## config.mk

```make
export PLATFORM = sky130hd
export DESIGN_NAME = bcd_seg_scan_flat
export DESIGN_NICKNAME = d
export VERILOG_FILES = /design/src/rtl/bcd_seg_scan_pkg.sv /design/src/rtl/bcd_seg_scan_if.sv /design/src/rtl/bcd_to_seg7.sv /design/src/rtl/bcd_seg_scan.sv /design/src/flat_wrapper.sv
export SDC_FILE = /design/constraint.sdc
export NUM_CORES = 1
export LEC_CHECK = 0
export BUFFER_PORTS_ARGS = -buffer_cell sky130_fd_sc_hd__buf_2
export CORE_UTILIZATION = 55
export CTS_BUF_LIST = sky130_fd_sc_hd__clkbuf_4 sky130_fd_sc_hd__clkbuf_8
export DETAILED_ROUTE_END_ITERATION = 12
export GPL_TIMING_DRIVEN = 0
export PLACE_DENSITY = 0.78
export SETUP_SLACK_MARGIN = 0.5
export SKIP_LAST_GASP = 1
export SLEW_MARGIN = 20
export SYNTH_ARGS = -nofsm -noshare
export SYNTH_HDL_FRONTEND = slang
export SYNTH_SLANG_ARGS = --single-unit
export TNS_END_PERCENT = 1
```

## constraint.sdc

```tcl
create_clock -name sys_clk -period 3.9 [get_ports sys_clk]
set_clock_uncertainty 0.1 [all_clocks]
set_input_delay 0.195 -clock sys_clk [delete_from_list [all_inputs] [get_ports sys_clk]]
set_output_delay 0.195 -clock sys_clk [all_outputs]
set_load 0.005 [all_outputs]
```

## src/rtl/bcd_seg_scan_pkg.sv

```systemverilog
// Shared constants for the BCD 7-segment scan driver: segment patterns (active-high gfedcba),
// the digit count of the packed BCD word, and the nibble-to-pattern lookup.
package bcd_seg_scan_pkg;

    localparam int unsigned BCD_DIGITS = 5;

    localparam logic [6:0] SEG_0   = 7'h3F;
    localparam logic [6:0] SEG_1   = 7'h06;
    localparam logic [6:0] SEG_2   = 7'h5B;
    localparam logic [6:0] SEG_3   = 7'h4F;
    localparam logic [6:0] SEG_4   = 7'h66;
    localparam logic [6:0] SEG_5   = 7'h6D;
    localparam logic [6:0] SEG_6   = 7'h7D;
    localparam logic [6:0] SEG_7   = 7'h07;
    localparam logic [6:0] SEG_8   = 7'h7F;
    localparam logic [6:0] SEG_9   = 7'h6F;
    localparam logic [6:0] SEG_E   = 7'h79;
    localparam logic [6:0] SEG_OFF = 7'h00;

    // Non-decimal nibbles render as 'E' so corrupted input is visible on the display.
    function automatic logic [6:0] seg_pattern(input logic [3:0] nibble);
        logic [6:0] pat;
        case (nibble)
            4'd0:    pat = SEG_0;
            4'd1:    pat = SEG_1;
            4'd2:    pat = SEG_2;
            4'd3:    pat = SEG_3;
            4'd4:    pat = SEG_4;
            4'd5:    pat = SEG_5;
            4'd6:    pat = SEG_6;
            4'd7:    pat = SEG_7;
            4'd8:    pat = SEG_8;
            4'd9:    pat = SEG_9;
            default: pat = SEG_E;
        endcase
        return pat;
    endfunction

endpackage

```

## src/rtl/bcd_seg_scan_if.sv

```systemverilog
// Data/display bundle between the BCD source and the scan driver.
interface bcd_seg_scan_if #(
    parameter int unsigned NUM_DIGITS = bcd_seg_scan_pkg::BCD_DIGITS
);
    logic [4*NUM_DIGITS-1:0] data_bcd;
    logic                    blank_en;
    logic [NUM_DIGITS-1:0]   dp_mask;
    logic [7:0]              seg_out;
    logic [NUM_DIGITS-1:0]   dig_sel;
    logic                    frame_tick;

    modport master (
        output data_bcd, blank_en, dp_mask,
        input  seg_out, dig_sel, frame_tick
    );

    modport slave (
        input  data_bcd, blank_en, dp_mask,
        output seg_out, dig_sel, frame_tick
    );
endinterface

```

## src/rtl/bcd_to_seg7.sv

```systemverilog
// Combinational nibble decoder: 4-bit BCD digit plus blank request to an active-high gfedcba pattern.
module bcd_to_seg7
    import bcd_seg_scan_pkg::*;
(
    input  logic [3:0] nibble,
    input  logic       blank,
    output logic [6:0] seg
);

    always_comb begin
        seg = SEG_OFF;
        if (!blank) seg = seg_pattern(nibble);
    end

endmodule

```

## src/rtl/bcd_seg_scan.sv

```systemverilog
// Time-multiplexed 7-segment scan driver: per-frame snapshot of a packed BCD word, leading-zero
// blanking, per-slot dead time and registered, polarity-adjusted segment/digit outputs.
module bcd_seg_scan
    import bcd_seg_scan_pkg::*;
#(
    parameter int unsigned CLK_FREQ_HZ = 50_000_000,
    parameter int unsigned DIGIT_HZ    = 1000,
    parameter int unsigned DEAD_CYC    = 500,
    parameter int unsigned NUM_DIGITS  = BCD_DIGITS,
    parameter bit          SEG_ACT_LOW = 1'b1,
    parameter bit          DIG_ACT_LOW = 1'b1
) (
    input  logic          sys_clk,
    input  logic          sys_rst,
    bcd_seg_scan_if.slave bus
);

    localparam int unsigned DIV = CLK_FREQ_HZ / DIGIT_HZ;
    localparam int unsigned PW  = (DIV > 1) ? $clog2(DIV) : 1;
    localparam int unsigned IW  = (NUM_DIGITS > 1) ? $clog2(NUM_DIGITS) : 1;

    localparam logic [PW-1:0]         PRESC_MAX = PW'(DIV - 1);
    localparam logic [PW-1:0]         DEAD_END  = PW'(DEAD_CYC);
    localparam logic [IW-1:0]         IDX_MAX   = IW'(NUM_DIGITS - 1);
    localparam logic [7:0]            SEG_POL   = {8{SEG_ACT_LOW}};
    localparam logic [NUM_DIGITS-1:0] DIG_POL   = {NUM_DIGITS{DIG_ACT_LOW}};

    logic [PW-1:0]           presc_q, presc_d;
    logic [IW-1:0]           idx_q, idx_d;
    logic [4*NUM_DIGITS-1:0] snap_q, snap_d;
    logic [NUM_DIGITS-1:0]   dp_q, dp_d;
    logic [7:0]              seg_q, seg_d;
    logic [NUM_DIGITS-1:0]   dig_q, dig_d;

    logic                  frame;
    logic [NUM_DIGITS-1:0] lead_zero;
    logic [NUM_DIGITS-1:0] onehot;
    logic [3:0]            cur_nib;
    logic                  cur_blank;
    logic                  cur_dp;
    logic [6:0]            cur_seg;

    always_comb begin
        presc_d = presc_q + 1'b1;
        idx_d   = idx_q;
        if (presc_q == PRESC_MAX) begin
            presc_d = '0;
            idx_d   = (idx_q == IDX_MAX) ? '0 : idx_q + 1'b1;
        end
    end

    assign frame = (presc_q == '0) && (idx_q == '0);

    // Decode from the value being captured so the first slot of a frame is never stale.
    assign snap_d = frame ? bus.data_bcd : snap_q;
    assign dp_d   = frame ? bus.dp_mask  : dp_q;

    always_comb begin
        logic run;
        run       = 1'b1;
        lead_zero = '0;
        for (int i = int'(NUM_DIGITS) - 1; i >= 0; i--) begin
            run          = run && (snap_d[4*i +: 4] == 4'd0);
            lead_zero[i] = run;
        end
    end

    always_comb begin
        cur_nib   = '0;
        cur_blank = 1'b0;
        cur_dp    = 1'b0;
        onehot    = '0;
        for (int i = 0; i < int'(NUM_DIGITS); i++) begin
            if (idx_q == IW'(i)) begin
                onehot[i] = 1'b1;
                cur_nib   = snap_d[4*i +: 4];
                cur_blank = bus.blank_en && lead_zero[i] && (i != 0);
                cur_dp    = dp_d[i];
            end
        end
    end

    bcd_to_seg7 u_dec (
        .nibble (cur_nib),
        .blank  (cur_blank),
        .seg    (cur_seg)
    );

    always_comb begin
        seg_d = {cur_dp, cur_seg} ^ SEG_POL;
        dig_d = ((presc_q < DEAD_END) ? '0 : onehot) ^ DIG_POL;
    end

    always_ff @(posedge sys_clk or posedge sys_rst) begin
        if (sys_rst) begin
            presc_q <= '0;
            idx_q   <= '0;
            snap_q  <= '0;
            dp_q    <= '0;
            seg_q   <= SEG_POL;
            dig_q   <= DIG_POL;
        end else begin
            presc_q <= presc_d;
            idx_q   <= idx_d;
            snap_q  <= snap_d;
            dp_q    <= dp_d;
            seg_q   <= seg_d;
            dig_q   <= dig_d;
        end
    end

    assign bus.seg_out    = seg_q;
    assign bus.dig_sel    = dig_q;
    assign bus.frame_tick = frame && !sys_rst;

endmodule

```

## src/flat_wrapper.sv

```systemverilog
// flat-port wrapper written by rule: the top's interface ports become plain ports
module bcd_seg_scan_flat import bcd_seg_scan_pkg::*;
#(
    parameter int unsigned CLK_FREQ_HZ = 50_000_000,
    parameter int unsigned DIGIT_HZ    = 1000,
    parameter int unsigned DEAD_CYC    = 500,
    parameter int unsigned NUM_DIGITS  = BCD_DIGITS,
    parameter bit          SEG_ACT_LOW = 1'b1,
    parameter bit          DIG_ACT_LOW = 1'b1
)
  (sys_clk, sys_rst, bus_data_bcd, bus_blank_en, bus_dp_mask, bus_seg_out, bus_dig_sel, bus_frame_tick);
  bcd_seg_scan_if #(.NUM_DIGITS(NUM_DIGITS)) bus_i ();
  input  logic sys_clk;
  input  logic sys_rst;
  input wire logic [$bits(bus_i.data_bcd)-1:0] bus_data_bcd;
  input wire logic [$bits(bus_i.blank_en)-1:0] bus_blank_en;
  input wire logic [$bits(bus_i.dp_mask)-1:0] bus_dp_mask;
  output wire logic [$bits(bus_i.seg_out)-1:0] bus_seg_out;
  output wire logic [$bits(bus_i.dig_sel)-1:0] bus_dig_sel;
  output wire logic [$bits(bus_i.frame_tick)-1:0] bus_frame_tick;
  assign bus_i.data_bcd = bus_data_bcd;
  assign bus_i.blank_en = bus_blank_en;
  assign bus_i.dp_mask = bus_dp_mask;
  assign bus_seg_out = bus_i.seg_out;
  assign bus_dig_sel = bus_i.dig_sel;
  assign bus_frame_tick = bus_i.frame_tick;
  bcd_seg_scan #(.CLK_FREQ_HZ(CLK_FREQ_HZ), .DIGIT_HZ(DIGIT_HZ), .DEAD_CYC(DEAD_CYC), .NUM_DIGITS(NUM_DIGITS), .SEG_ACT_LOW(SEG_ACT_LOW), .DIG_ACT_LOW(DIG_ACT_LOW)) u_core (.sys_clk(sys_clk), .sys_rst(sys_rst), .bus(bus_i));
endmodule
```

==> results of run 1 <==
-- metrics by stage --
step,hold WS (ns),cells,total power [mW],utilization [%],cell area [um2]
final,0.0144,412,1.22,70.3,3660
after CTS,0.00300,406,1.23,68.6,3570
after detailed placement,0.262,382,0.714,63.6,3310
after global placement,0.349,382,0.710,63.5,3310
after global routing,0.0117,412,1.27,70.3,3660
after floorplan,0.247,271,0.679,-,3010
-- layout make-up --
type	instances	area, um2
buffer	12	108
clock buffer	16	189
fill	374	1550
inverter	10	40.0
multi-input combinational	192	1480
sequential	57	1440
tap	70	87.6
timing repair buffer	55	313
-- worst register-to-register path: stages, from the launching register on --
cell      delay, ns
dfrtp_1        0.37
or4_4          0.56
nand4b_4       0.21
nor2_4         0.16
buf_12         0.14
buf_12         0.13
mux2_2         0.37
o311ai_2       0.30
a21oi_2        0.13
a21oi_2        0.21
ha_1           0.28
a21o_1         0.18
o21ai_2        0.11
-- flip-flops by register name (all words and copies together), names as in the netlist --
register / cells
u_core.snap_q: 20
u_core.bus.seg_out: 8
u_core.idx_q: 3
u_core.presc_q: 16
u_core.dp_q: 5
u_core.bus.dig_sel: 5
-- per-layer routing --
metal  vias to the layer above  global-route usage, %  share of wire [%]  wire, um
met2                        59                   38.8                 50      3220
met4                         0                   10.2                1.9       121
met3                        14                   6.23                4.2       271
li1                       1103                      -                  -         -
met5                         -                      0                  0         0
met1                      1125                   29.5                 44      2890
-- how the worst min path moves through the flow --
| stage | endpoint | slack [ns] | depth (start not counted) |
|---|---|---|---|
| 2_1_floorplan | u_core.snap_q[1] | 0.25 | 1 |
| 3_3_place_gp | u_core.dp_q[4] | 0.35 | 2 |
| 3_5_place_dp | u_core.snap_q[2] | 0.26 | 2 |
| 4_1_cts | u_core.dp_q[1] | 0.003 | 2 |
| 5_1_grt | u_core.dp_q[4] | 0.01 | 2 |
| 6_report | u_core.dp_q[3] | 0.01 | 2 |
-- power by group --
group          internal (mW)  switching [mW]  leakage (nW)  total, mW
logic                 0.0395          0.0459         0.857     0.0854
registers              0.615         0.00769         0.679      0.623
clock network          0.302           0.214         0.102      0.516
-- cells by family (layout without fill, tap and decap cells) --
| kind of cell | count (synthesis) | after routing | synth area share (%) |
|---|---|---|---|
| adder cells (fa/ha/maj) | 12 | 12 | 4.98 |
| XOR/XNOR | 13 | 13 | 3.78 |
| buffers and inverters | 22 | 93 | 4.82 |
| AO/OA/AOI/OAI | 49 | 49 | 11.7 |
| multiplexers | 25 | 25 | 9.38 |
| AND/OR/NAND/NOR | 93 | 93 | 17.5 |
| flip-flops | 57 | 57 | 47.9 |
-- placed cells by master (no fill, tap or decap), types with 3 or more instances in the layout --
master and count:
a31oi_1 4, buf_4 14, clkbuf_8 11, clkbuf_1 5, and3_1 6, o21ai_1 6, a21o_1 3, clkbuf_4 5
nand3_1 13, nand2_1 23, nor2b_1 4, a21oi_2 3, and2_1 3, a21oi_1 7, dfstp_2 13, nor3_1 5
buf_12 3, xnor2_1 5, nor4_1 5, inv_1 8, ha_1 10, nor2_1 16, o21ai_0 7, buf_2 43
dfrtp_1 44, mux2_2 19, xor2_1 8
-- repair_timing --
item | in CTS | in global routing
setup endpoints to repair | 7 | 7
endpoints found under the hold margin | 44 | 0
gates resized for setup | 3 | 9
pin swaps | 3 | 8
hold buffers | 1 | 0
cloned | 0 | 0
setup buffers | 7 | 6
==> impl_metrics.csv, run 1 <==
group,metric,value,unit
status,status,"completed",
worst_setup_path,slowest_delay,0.56,ns
worst_setup_path,r2r_end,"u_core.bus.seg_out[3]",
pwr,leakagePower,1.64,nW
timing,worst_slew_pin_slew,0.903,ns
worst_setup_path,r2r_setup_slack,0.58,ns
timing,maxSlewHeadroom,39.3,%
worst_setup_path,cp.arrival,3.48,ns
logic_synthesis,syn_avg_cell_area,11.1,um2
run,max-cap-violations,0,
hold_path,hp-start,"bus_dp_mask[3]",
floorplanning,coreArea,5200,um2
route,antenna_left,0,
floorplanning,ios,42,
pwr,vdd_drop_max,231,uV
placement,dp_hpwl,4380,um
worst_setup_path,cp-startpoint,"u_core.presc_q[11]",
timing,rsz0062_at_grt,"yes",
logic_synthesis,synth_ff_type,"dfrtp_1",
placement,gp_congestion,0.859,
timing,finalMaxSlewViolations,0,
worst_setup_path,r2r-start,"u_core.presc_q[11]",
hold_path,hold_path.class,"in2reg",
final_layout,area_growth,21.4,%
floorplanning,dieArea,5780,um2
worst_setup_path,cp-start-kind,"flip-flop",
final_layout,layout-drive-gt1-share,39.5,%
global_routing,antenna_found_initial,0,
timing,min_period,3.32,ns
logic_synthesis,yosysTopAreaCell,"dfrtp_1",
logic_synthesis,synthTopCellsByCount,"dfrtp_1, nand2_1, mux2_2",
clock_network,cts_made_buffers,9,
floorplanning,fp-row-count,26,
route,drt-initial-drc-count,111,
clock_network,clk_latency,0.33,ns
worst_setup_path,ff2ff_path_depth,12,
worst_setup_path,crit_required,4.06,ns
timing,setup_violations,0,
clock_network,cts.sinks,57,
worst_setup_path,worstSetupPathType,"reg2reg",
floorplanning,start_util,57.9,%
route,wl_per_cell,15.8,um
global_routing,grt_usage,23.6,%
floorplanning,die_h,76.0,um
logic_synthesis,syn_nets,311,
worst_setup_path,cpLargestDelayFamily,"simple AND/OR/NAND/NOR gates",
global_routing,grt_max_degree,58,
worst_setup_path,slowest_stage,"or4_4",
timing,hold_viol,0,
final_layout,antenna_cells,0,
floorplanning,chipWidth,76.0,um
worst_setup_path,cp.depth,12,
clock_network,path_clk_slew,0.06,ns
placement,place_ws,0.139,ns
worst_setup_path,cp-end-kind,"flip-flop",
timing,fmax,0.301,GHz
placement,numPortBuffers,41,
logic_synthesis,yosysTopAreaCellShare,36.5,%
clock_network,clockRootBuffer,"clkbuf_8",
pwr,p_per_area,334,nW/um2
worst_setup_path,cp_max_fo,10,
logic_synthesis,async_flop_share,100,%
route,vias,2301,
route,dr.pass1.iters,5,
global_routing,grt_pass1_wl,10600,um
route,viasPerCell,5.58,
final_layout,nets,377,
logic_synthesis,synth-edff-count,0,
logic_synthesis,yosys.cell_count.top_type,"dfrtp_1",
logic_synthesis,ys_seq_area_share,47.9,%
global_routing,grt-ovfl-total,0,
worst_setup_path,cp-endpoint,"u_core.bus.seg_out[3]",
timing,setup_slack,0.582,ns
clock_network,cts_tree,"built",
route,finalWirelength,6500,um
logic_synthesis,yosys-top-cells-area,"dfrtp_1, dfstp_2, mux2_2",
logic_synthesis,syn_inst,271,
global_routing,grt_pass1_vias,2226,
clock_network,htree_num_levels,3,
logic_synthesis,ys.warnings.count,0,
worst_setup_path,crit_buf_inv,2,
logic_synthesis,synth_area,3010,um2
logic_synthesis,synth_cell_types,58,
timing,finalSetupTns,0,ns
clock_network,cts.path.max_buffers,2,
logic_synthesis,ys_seq_elements,57,
route,drc,0,
timing,finalCritPeriodShare,85.1,%
worst_setup_path,crit_chain,"or4_4 > nand4b_4 > nor2_4 > buf_12 > buf_12 > mux2_2 > o311ai_2 > a21oi_2 > a21oi_2 > ha_1 > a21o_1 > o21ai_2",
(Power assumes the default switching activity.)
==> run 2, diff against run 1 <==
GPL_TIMING_DRIVEN = default   (was 0)
SYNTH_HIERARCHICAL = 1   (was default)
==> run 2 against run 1 <==
Against the previous run:
- synthesized cell count increased by 2.2%
- largest cell class is now registers
- sequential share of layout area increased by 0.48 points
- worst hold slack improved by 0.0062 ns
==> impl_metrics.csv, run 2 <==
group,metric,value,unit
run,max-cap-violations,0,
worst_setup_path,cp-start-kind,"flip-flop",
final_layout,layout_common_cells,"dfrtp_1, buf_2, nand2_1",
worst_setup_path,cp.arrival,3.54,ns
clock_network,clk_latency,0.33,ns
logic_synthesis,synthTopCellsByCount,"dfrtp_1, nand2_1, inv_1",
worst_setup_path,cp-end-kind,"flip-flop",
route,wl_per_cell,15.8,um
logic_synthesis,async_flop_share,100,%
worst_setup_path,crit_chain,"or2_1 > or4_4 > or3_4 > buf_6 > mux2_2 > o221a_2 > a2bb2oi_4 > or2_4 > a221oi_2 > inv_1",
timing,setup_slack,0.524,ns
clock_network,cts.path.max_buffers,2,
global_routing,grt_max_degree,44,
route,finalWirelength,6540,um
clock_network,path_clk_slew,0.06,ns
timing,hold_viol,0,
pwr,p_seq_share,50.5,%
floorplanning,die_h,74.7,um
pwr,finalPower,1.23,mW
clock_network,cts_made_buffers,9,
floorplanning,fp-row-count,26,
logic_synthesis,ys.warnings.count,6,
final_layout,regMostFlops,"u_core/snap_q",
global_routing,grt-ovfl-total,0,
final_layout,fill_cells,358,
timing,worst_slew_pin_slew,0.964,ns
clock_network,clockRootBuffer,"clkbuf_8",
final_layout,final_common_cell,"dfrtp_1",
worst_setup_path,slowest_delay,0.57,ns
timing,setup_violations,0,
final_layout,fin_cells,415,
final_layout,largest_register_ffs,20,
placement,gp_congestion,0.830,
pwr,p_int,0.961,mW
worst_setup_path,crit_required,4.06,ns
logic_synthesis,ys_seq_elements,57,
pwr,p_per_area,341,nW/um2
worst_setup_path,slowest_stage,"or4_4",
route,drt-initial-drc-count,183,
logic_synthesis,syn_nets,317,
pwr,p_comb_share,7.4,%
floorplanning,dieArea,5580,um2
placement,dp_cells,382,
hold_path,hold_path.class,"in2reg",
logic_synthesis,yosys.cell_count.top_type,"dfrtp_1",
final_layout,antenna_cells,0,
global_routing,grt_pass1_wl,9330,um
route,dr.pass1.iters,4,
worst_setup_path,worstSetupPathType,"reg2reg",
final_layout,final_core_util,70.8,%
logic_synthesis,synth_cell_types,47,
logic_synthesis,yosysTopAreaCell,"dfrtp_1",
floorplanning,coreArea,5110,um2
route,antenna_left,0,
floorplanning,ios,42,
final_layout,nets,380,
placement,place_ws,0.375,ns
pwr,vdd_drop_max,207,uV
clock_network,cts_tree,"built",
logic_synthesis,yosysTopAreaCellShare,37.9,%
timing,min_period,3.38,ns
route,vias,2246,
global_routing,grt_usage,22.8,%
logic_synthesis,synth-edff-count,0,
timing,maxSlewHeadroom,35.5,%
pwr,p_clk_share,42.2,%
timing,holdWs,0.0205,ns
worst_setup_path,cp_max_fo,8,
final_layout,layout-drive-gt1-share,35.9,%
placement,dp_hpwl,4010,um
pwr,p_switching,0.273,mW
timing,finalSetupTns,0,ns
timing,finalMaxSlewViolations,0,
clock_network,cts.sinks,57,
logic_synthesis,synth_area,2910,um2
logic_synthesis,syn_avg_cell_area,10.5,um2
timing,fmax,0.296,GHz
logic_synthesis,ys_seq_area_share,49.7,%
clock_network,htree_num_levels,3,
pwr,p_sw_share,22.1,%
logic_synthesis,synth_ff_type,"dfrtp_1",
timing,finalCritPeriodShare,86.6,%
status,status,"completed",
floorplanning,chipWidth,74.7,um
route,drc,0,
logic_synthesis,yosys-top-cells-area,"dfrtp_1, dfstp_2, ha_1",
timing,rsz0062_at_grt,"yes",
final_layout,area_growth,24.5,%
placement,place_area,3160,um2
floorplanning,start_util,56.9,%
pwr,leakagePower,1.72,nW
final_layout,stdcell_area,3620,um2
placement,numPortBuffers,41,
logic_synthesis,syn_inst,277,
global_routing,antenna_found_initial,0,
route,viasPerCell,5.41,
global_routing,grt_pass1_vias,1978,
==> run 2: cell count changes in the layout (fill, tap and decap cells not counted), sizes merged, moves of 6 or more <==
cell	previous run	this run
nand3	13	7
mux2i	2	9
mux2	23	15
or2	0	6
nand2	23	34
o21ai	15	6
clkbuf	21	14
inv	10	26
buf	61	54
==> run 2: critical path: cells and delay by family (launching register included) <==
family                 cells  cell delay, ns
AND/OR/NAND/NOR            4            1.60
AO/OA/AOI/OAI              3            0.70
flip-flops                 1            0.41
multiplexers               1            0.28
buffers and inverters      2            0.22
==> run 2: what timing repair did <==
action                                 in CTS  in global routing
buffers inserted                            2                  9
gates resized for setup                     3                 22
hold buffers                                4                  0
setup endpoints to repair                   7                  5
pin swaps                                   2                  8
endpoints found under the hold margin      39                  0
gates cloned                                1                  1
==> run 2: power by group through the flow <==
stage	logic [mW]	clock network [mW]	registers (mW)
after floorplan	0.0447	0	0.631
after global placement	0.0769	0	0.631
after detailed placement	0.0785	0	0.631
after CTS	0.0822	0.532	0.622
after global routing	0.101	0.562	0.624
final	0.0909	0.520	0.623
==> run 2: cell type report <==
class                   instances  area [um2]  share of cell area (%)
well taps                      70        87.6                    2.42
clock inverters                 2        10.0                   0.277
multi-input cells             188        1440                    39.9
clock buffers                  14         186                    5.15
flip-flops and latches         57        1440                    39.9
repair buffers                 58         347                    9.58
inverters                      26         100                    2.77
==> run 2: path summary, 6_finish.rpt <==
check	cells after the start	end	startpoint	slack [ns]
max	10	u_core/bus.seg_out[2]	u_core/presc_q[12]	0.52
min	2	u_core/dp_q[3]	bus_dp_mask[3]	0.02
max reg2reg	10	u_core/bus.seg_out[2]	u_core/presc_q[12]	0.52
min reg2reg	2	u_core/dp_q[4]	u_core/dp_q[4]	0.38
max in group asynchronous	4	u_core/bus.seg_out[0]	sys_rst	2.39
min in group asynchronous	3	u_core/presc_q[15]	sys_rst	0.51
==> run 2: kinds of logic after synthesis <==
| logic type | Yosys count | share of synthesized area [%] |
|---|---|---|
| and+or+nand+nor | 99 | 16.9 |
| DFF | 57 | 49.7 |
| AOI/OAI and AO/OA | 38 | 10.4 |
| buffers and inverters | 34 | 5.04 |
| muxes | 24 | 8.91 |
| xor gates and xnor gates | 13 | 3.92 |
| adders and majority gates | 12 | 5.17 |
==> run 2: metal layers <==
metal  wire (um)  track usage [%]  vias up
li1            -                -     1095
met1        2930             31.4     1070
met2        3130             35.4       65
met3         333             4.95       16
met4         138             8.81        0
met5           0                0        -
